`src/rtl/reg_bank_param_if.sv`:
```
`default_nettype none
// ============================================================================
// Module      : reg_bank_param_if
// Description : Write/read bus bundle for the parametrised register bank.
// Revision    : 1.0 - initial release
// ============================================================================
interface reg_bank_param_if #(
    parameter int WIDTH       = 8,
    parameter int ADDR_W      = 2,
    parameter int OPCODE_BITS = 4
);
    logic                           we;
    logic [ADDR_W-1:0]              wsel;
    logic [2:0]                     op;
    logic [WIDTH-1:0]               din;
    logic [ADDR_W-1:0]              rsel_a;
    logic [ADDR_W-1:0]              rsel_b;
    logic [WIDTH-1:0]               dout_a;
    logic [WIDTH-1:0]               dout_b;
    logic [OPCODE_BITS-1:0]         instruction;
    logic [WIDTH-OPCODE_BITS-1:0]   address;
    logic                           carry;
    logic                           zero;

    modport master (
        output we, wsel, op, din, rsel_a, rsel_b,
        input  dout_a, dout_b, instruction, address, carry, zero
    );

    modport slave (
        input  we, wsel, op, din, rsel_a, rsel_b,
        output dout_a, dout_b, instruction, address, carry, zero
    );
endinterface
`default_nettype wire

```
`src/rtl/reg_bank_param.sv`:
```
`default_nettype none
// ============================================================================
// Module      : reg_bank_param
// Description : Register bank with one operating write port, two async read
//               ports, carry/zero flags and an opcode/operand view.
// Revision    : 1.0 - initial release
// ============================================================================
module reg_bank_param #(
    parameter int WIDTH       = 8,
    parameter int ADDR_W      = 2,
    parameter int OPCODE_BITS = 4,
    parameter int IR_INDEX    = 0
) (
    input  wire logic          clk,
    input  wire logic          rst_n,
    reg_bank_param_if.slave    bus
);
    localparam int NREGS = 2 ** ADDR_W;
    localparam int OPW   = WIDTH - OPCODE_BITS;

    localparam logic [2:0] c_OP_HOLD  = 3'b000;
    localparam logic [2:0] c_OP_LOAD  = 3'b001;
    localparam logic [2:0] c_OP_CLEAR = 3'b010;
    localparam logic [2:0] c_OP_INC   = 3'b011;
    localparam logic [2:0] c_OP_DEC   = 3'b100;
    localparam logic [2:0] c_OP_SHL   = 3'b101;
    localparam logic [2:0] c_OP_SHR   = 3'b110;
    localparam logic [2:0] c_OP_LDOP  = 3'b111;

    logic [WIDTH-1:0] regs_q [NREGS];
    logic             carry_q;
    logic             zero_q;

    logic [WIDTH-1:0] cur_val;
    logic [WIDTH-1:0] res_d;
    logic             carry_d;
    logic             zero_d;

    always_comb begin
        cur_val = regs_q[bus.wsel];
        res_d   = cur_val;
        carry_d = carry_q;
        zero_d  = zero_q;
        case (bus.op)
            c_OP_HOLD: ;
            c_OP_LOAD: begin
                res_d   = bus.din;
                carry_d = 1'b0;
            end
            c_OP_CLEAR: begin
                res_d   = '0;
                carry_d = 1'b0;
            end
            c_OP_INC: begin
                res_d   = cur_val + WIDTH'(1);
                carry_d = (cur_val == {WIDTH{1'b1}});
            end
            c_OP_DEC: begin
                res_d   = cur_val - WIDTH'(1);
                carry_d = (cur_val == '0);
            end
            c_OP_SHL: begin
                res_d   = {cur_val[WIDTH-2:0], 1'b0};
                carry_d = cur_val[WIDTH-1];
            end
            c_OP_SHR: begin
                res_d   = {1'b0, cur_val[WIDTH-1:1]};
                carry_d = cur_val[0];
            end
            c_OP_LDOP: begin
                res_d   = {cur_val[WIDTH-1 -: OPCODE_BITS], bus.din[OPW-1:0]};
                carry_d = 1'b0;
            end
            default: ;
        endcase
        // Every op other than HOLD re-evaluates zero on the full new value
        if (bus.op != c_OP_HOLD) begin
            zero_d = (res_d == '0);
        end
    end

    generate
        for (genvar i = 0; i < NREGS; i++) begin : g_reg
            always_ff @(posedge clk or negedge rst_n) begin
                if (!rst_n) begin
                    regs_q[i] <= '0;
                end else if (bus.we && (bus.wsel == ADDR_W'(i))) begin
                    regs_q[i] <= res_d;
                end
            end
        end
    endgenerate

    always_ff @(posedge clk or negedge rst_n) begin
        if (!rst_n) begin
            carry_q <= 1'b0;
            zero_q  <= 1'b1;
        end else if (bus.we) begin
            carry_q <= carry_d;
            zero_q  <= zero_d;
        end
    end

    assign bus.dout_a      = regs_q[bus.rsel_a];
    assign bus.dout_b      = regs_q[bus.rsel_b];
    assign bus.instruction = regs_q[IR_INDEX][WIDTH-1 -: OPCODE_BITS];
    assign bus.address     = regs_q[IR_INDEX][OPW-1:0];
    assign bus.carry       = carry_q;
    assign bus.zero        = zero_q;
endmodule
`default_nettype wire

```
`src/flat_wrapper.sv`:
```
// flat-port wrapper written by rule: the top's interface ports become plain ports
module reg_bank_param_flat 
#(
    parameter int WIDTH       = 8,
    parameter int ADDR_W      = 2,
    parameter int OPCODE_BITS = 4,
    parameter int IR_INDEX    = 0
)
  (clk, rst_n, bus_we, bus_wsel, bus_op, bus_din, bus_rsel_a, bus_rsel_b, bus_dout_a, bus_dout_b, bus_instruction, bus_address, bus_carry, bus_zero);
  reg_bank_param_if #(.WIDTH(WIDTH), .ADDR_W(ADDR_W), .OPCODE_BITS(OPCODE_BITS)) bus_i ();
  input  wire logic clk;
  input  wire logic rst_n;
  input wire logic [$bits(bus_i.we)-1:0] bus_we;
  input wire logic [$bits(bus_i.wsel)-1:0] bus_wsel;
  input wire logic [$bits(bus_i.op)-1:0] bus_op;
  input wire logic [$bits(bus_i.din)-1:0] bus_din;
  input wire logic [$bits(bus_i.rsel_a)-1:0] bus_rsel_a;
  input wire logic [$bits(bus_i.rsel_b)-1:0] bus_rsel_b;
  output wire logic [$bits(bus_i.dout_a)-1:0] bus_dout_a;
  output wire logic [$bits(bus_i.dout_b)-1:0] bus_dout_b;
  output wire logic [$bits(bus_i.instruction)-1:0] bus_instruction;
  output wire logic [$bits(bus_i.address)-1:0] bus_address;
  output wire logic [$bits(bus_i.carry)-1:0] bus_carry;
  output wire logic [$bits(bus_i.zero)-1:0] bus_zero;
  assign bus_i.we = bus_we;
  assign bus_i.wsel = bus_wsel;
  assign bus_i.op = bus_op;
  assign bus_i.din = bus_din;
  assign bus_i.rsel_a = bus_rsel_a;
  assign bus_i.rsel_b = bus_rsel_b;
  assign bus_dout_a = bus_i.dout_a;
  assign bus_dout_b = bus_i.dout_b;
  assign bus_instruction = bus_i.instruction;
  assign bus_address = bus_i.address;
  assign bus_carry = bus_i.carry;
  assign bus_zero = bus_i.zero;
  reg_bank_param #(.WIDTH(WIDTH), .ADDR_W(ADDR_W), .OPCODE_BITS(OPCODE_BITS), .IR_INDEX(IR_INDEX)) u_core (.clk(clk), .rst_n(rst_n), .bus(bus_i));
endmodule
```
`config.mk`:
```
export PLATFORM = sky130hd
export DESIGN_NAME = reg_bank_param_flat
export DESIGN_NICKNAME = d
export VERILOG_FILES = /design/src/rtl/reg_bank_param_if.sv /design/src/rtl/reg_bank_param.sv /design/src/flat_wrapper.sv
export SDC_FILE = /design/constraint.sdc
export NUM_CORES = 1
export LEC_CHECK = 0
export BUFFER_PORTS_ARGS = -buffer_cell sky130_fd_sc_hd__buf_2
export CAP_MARGIN = 5
export CORE_MARGIN = 2
export CORE_UTILIZATION = 40
export CTS_CLUSTER_DIAMETER = 60
export DETAILED_ROUTE_END_ITERATION = 6
export HOLD_SLACK_MARGIN = 0.12
export PLACE_DENSITY_LB_ADDON = 0.25
export SLEW_MARGIN = 0
export SYNTH_ARGS = -nofsm -noshare
export SYNTH_HDL_FRONTEND = slang
export SYNTH_SLANG_ARGS = --single-unit
```
`constraint.sdc`:
```
create_clock -name clk -period 4.46 [get_ports clk]
set_input_delay 0.223 -clock clk [delete_from_list [all_inputs] [get_ports clk]]
set_output_delay 0.223 -clock clk [all_outputs]
set_load 0.005 [all_outputs]
```
# Yosys cells after proc, flatten, opt, wreduce, memory -nomap -nowiden
# Index checks and enable logic that the tools add are counted.
# totals
output_inout_bits,26
elab_cells,48
in_bits,20
regBits,34
# classes
eq_ne,11
addsub,2
bitwise,3
reduce_logical,12
mux,11
order_cmp,3
# op_table
op,count
case mux 8 bit (7 select lines),1
binary-select mux 8 bit (select 2 bit),3
2-to-1 mux 8 bit,6
zero test 8 bit,2
== test 3 bit (second input constant),4
>= comparator 3 bit (second input constant),3
inverter 2 -> 3 bit,3
adder 8 x 1 -> 8 bit (second input constant),1
== test 8 bit (second input constant),1
subtractor 8 x 1 -> 8 bit (second input constant),1
== test 3 x 2 -> 1 bit (second input constant),2
case mux 1 bit (5 select lines),1
nonzero test 5 bit,1
== test 2 bit (second input constant),2
logical AND 1 bit,4
AND reduction 2 bit,2
== test 3 x 1 -> 1 bit (second input constant),1
nonzero test 3 bit,1
OR reduction 3 bit,1
== test 2 x 1 -> 1 bit (second input constant),1
zero test 2 bit,1

# Longest topological paths before layout
# depth
ltp_word,7
ltp_mapped,11
mapped_depth_nobuf,10

# Worst setup path after synthesis
# OpenSTA, ideal clock, no wires.
# synth_path
kind,input-to-reg
startpoint,input port bus_op[1]
endpoint,register u_core.zero_q (netlist: u_core.bus.zero)
t_arrival_ns,2.808
required_time_ns,4.398
n_path_buf,1
slack_ns,1.590
setup_time_ns,0.062
stages,11
path_cell_list,or3b_2 -> clkbuf_1 -> inv_1 -> ha_1 -> xor2_1 -> nor2_1 -> o22ai_1 -> a222oi_1 -> nand4b_1 -> nor4b_1 -> a41o_1
# synth_between
elab_chain_len,3
elab_cells_between_ends,11
cone_classes,eq/ne: 7; mux: 1; reduce/logical: 3
# synth_lines
element,line,source
start: declaration,flat_wrapper.sv:15,input wire logic [$bits(bus_i.op)-1:0] bus_op;
== test 3 bit (tied with other cells),reg_bank_param.sv:44,case (bus.op)
case mux 8 bit (7 select lines),reg_bank_param.sv:44,
zero test 8 bit,reg_bank_param.sv:78,zero_d = (res_d == '0);
end signal: assignment,reg_bank_param.sv:100,zero_q <= zero_d;
end: declaration,reg_bank_param.sv:32,logic zero_q;
# Several ways; a longest one is shown, not always the timed one.
# A chain may end at the register's enable or synchronous reset.

# Worst setup path after layout
# layout_path
startpoint,input port bus_op[2]
endpoint,register u_core.zero_q (netlist: u_core.bus.zero)
# Same word-level chain as after synthesis.

==> results.toml <==
[worst_setup_path]
worstSetupStartpointType = "primary input"
timing_worst_setup_path_type = "primary input to flip-flop"
worstPathArrival_ps = 3580
r2r-start = "u_core.bus.address[0]"
regToRegEndpoint = "u_core.bus.zero"
reg2reg_depth = 9
worst-path-max-fanout = 23
cp-startpoint = "bus_op[2]"
cp.required_ps = 4680
rrSetupSlack_ps = 1150
worst_setup_path_end_kind = "flip-flop"

[timing]
fin_hold_ws_ps = 346
slew_headroom_pct = 47.6
hold_violations = 0
min_period_over_period_pct = 75.4
final.min_clock_period_ps = 3360
max_freq_ghz = 0.297
grt_setup_unrepaired = "no"
final-max-slew-violation-count = 0
clock_skew_ps = 6.62
finalSetupViolations = 0
worst_pin_slew_ps = 786
setup_ws_ps = 1100
timing.setup.tns_ps = 0

[floorplan]
std_cell_rows = 30
pin_count = 46
die_height_microns = 86.8
die_area_sq_um = 7530
chipWidth_microns = 86.8
floorplan.core_area_sq_um = 6720
initial_utilization_pct = 40.8

[min_path]
timing.hold.worst_endpoint = "u_core.bus.carry"
launch_instance_of_the_worst_min_delay_path = "bus_we"
hold_crit_class = "primary input to flip-flop"
holdPathStages = 3

[status]
run_status = "finished clean"

[detailed_routing]
drt-vias-per-instance = 6.05
detailedRoute.firstIterationViolations = 203
drt_wl_total_mm = 7.38
dr.max_layer_used = "met4"
dr_wl_met2_mm = 3.49
met3_routed_wirelength_microns = 499
post-route-drc-count = 0
met1_length_mm = 3.30
first_pass_iters = 4
ant_nets = 0
routed_vias = 2388
detail_route.wl_per_cell_microns = 18.7

[layout]
stdcell_area_sq_um = 3000
layout_common_cells = "sky130_fd_sc_hd__nand2_1, sky130_fd_sc_hd__buf_2, sky130_fd_sc_hd__o21ai_0, sky130_fd_sc_hd__dfrtp_1, sky130_fd_sc_hd__mux4_2"
layout_cells_sized_above_1_pct = 25.7
final-instance-count-excl-fill = 395
num-nets-final = 342
antenna_cells_inserted = 0
area.growth.synth_to_final_pct = 9.31
mostFrequentLayoutCell = "sky130_fd_sc_hd__nand2_1"

[synthesis]
syn-mean-instance-area_sq_um = 9.39
post_synth_inst_count = 292
asyncSetResetFlopFracSynth_pct = 100
synth_nets = 319
synth-seq-cells = 34
yosysSeqAreaShare_pct = 31.1
postSynth.topFlopCell = "sky130_fd_sc_hd__dfrtp_1"
netlist_area_sq_um = 2740
synthesis.yosys.warnings = 0
netlist-cell-type-count = 50
synth-edff-count = 0

[grt]
maximum_number_of_pins_on_one_net_before_global_route_repair = 35
grt.overflow.total = 0
via_count_of_the_first_global_routing_pass = 2276
grt_antenna_before_repair = 0
grt_first_pass_wirelength_mm = 11.8
grt_util_all_layers_pct = 20.3

[clock_network]
numCtsBuffers = 5
tritoncts = "built"
cts_resized = 0
clk_pin_slew_ps = 60
tritoncts_num_sinks = 34
clkLatencyLatePin_ps = 280
clk_root_buffer_cell = "sky130_fd_sc_hd__clkbuf_8"
cts-htree-levels = 2
cts_max_path_buffers = 2

[flow_run]
count_of_max_cap_constraint_violations = 0

[placement]
dp_hpwl_mm = 5.28
numPlacedInstances = 387
dp_slack_ps = 877
buffer_ports.inserted = 45
placed_instance_area_sq_um = 2910
gp_routability_congestion = 0.938

[power_and_ir_drop]
leakage_power_summed_over_all_cells_nw = 1.30
power.density_cell_area_nw_per_um2 = 373
power.ir.vdd_worst_uv = 149
cell usage after synthesis (6+ instances only):
master / instances / area share [%]
sky130_fd_sc_hd__a21oi_1: 14 / 2.6
sky130_fd_sc_hd__ha_1: 6 / 2.7
sky130_fd_sc_hd__nand2_1: 50 / 6.8
sky130_fd_sc_hd__mux4_2: 22 / 18
sky130_fd_sc_hd__nor2_1: 19 / 2.6
sky130_fd_sc_hd__buf_4: 8 / 2.2
sky130_fd_sc_hd__clkbuf_1: 13 / 1.8
sky130_fd_sc_hd__nand3_1: 9 / 1.6
sky130_fd_sc_hd__o21ai_0: 42 / 7.7
sky130_fd_sc_hd__dfrtp_1: 33 / 30
sky130_fd_sc_hd__buf_1: 6 / 0.82
stage by stage:
step	utilization, %	total power, mW
floorplan	-	0.779
global placement	43.3	0.900
detailed placement	43.3	0.908
CTS	44.6	1.12
global route	44.6	1.20
finish	44.6	1.12
metal layers:
metal / track usage [%] / up-vias
met4: 4.12 / 0
met1: 28.9 / 1146
met2: 32.9 / 107
met3: 3.24 / 11
li1: - / 1124
met5: 0 / -
sequential cells by signal, summed over array words and instances (netlist names):
name / count
u_core.bus.instruction: 4
u_core.bus.carry: 1
u_core.bus.address: 4
u_core.regs_q: 24
u_core.bus.zero: 1
worst max-delay path by stage:
| stage | endpoint | slack, ps | cells after the start |
|---|---|---|---|
| floorplan | u_core.bus.zero | 1590 | 11 |
| global placement | u_core.bus.zero | 960 | 11 |
| detailed placement | u_core.bus.zero | 880 | 11 |
| CTS | u_core.bus.zero | 1170 | 11 |
| global route | u_core.bus.zero | 840 | 11 |
| finish | u_core.bus.zero | 1100 | 11 |
final cells by class:
class,instances,area [sq um]
sequential,34,852
clock buffer,5,68.8
inverter,3,11.3
clock inverter,2,10.0
fill,640,3720
tap,80,100
multi-input combinational,225,1720
timing repair buffer,46,235
kinds of logic after synthesis:
| kind of cell | share of synthesized area (%) |
|---|---|
| simple gates | 16.6 |
| compound gates | 19.3 |
| flops | 31.1 |
| buf+inv | 6.21 |
| mux | 21.1 |
| xor+xnor | 2.24 |
| fa+ha+maj | 3.47 |
report_power, final:
part	internal [mW]	leakage (nW)	switching (mW)
logic	0.217	0.814	0.247
clock network	0.105	0.0438	0.105
registers	0.375	0.441	0.0675
total	0.697	1.30	0.419
worst max-delay path, cell delays in order:
cell,delay [ps]
sky130_fd_sc_hd__buf_2,330
sky130_fd_sc_hd__or3b_2,560
sky130_fd_sc_hd__inv_1,330
sky130_fd_sc_hd__ha_1,370
sky130_fd_sc_hd__xor2_1,180
sky130_fd_sc_hd__nor2_1,100
sky130_fd_sc_hd__o22ai_1,100
sky130_fd_sc_hd__a222oi_1,590
sky130_fd_sc_hd__nand4b_1,170
sky130_fd_sc_hd__nor4b_1,390
sky130_fd_sc_hd__a41o_1,230
what timing repair did:
item                      CTS  global route
buffers inserted            0             0
hold endpoints to repair   33             0
hold buffers                1             0
No activity file was read; power rests on OpenSTA's default activity.
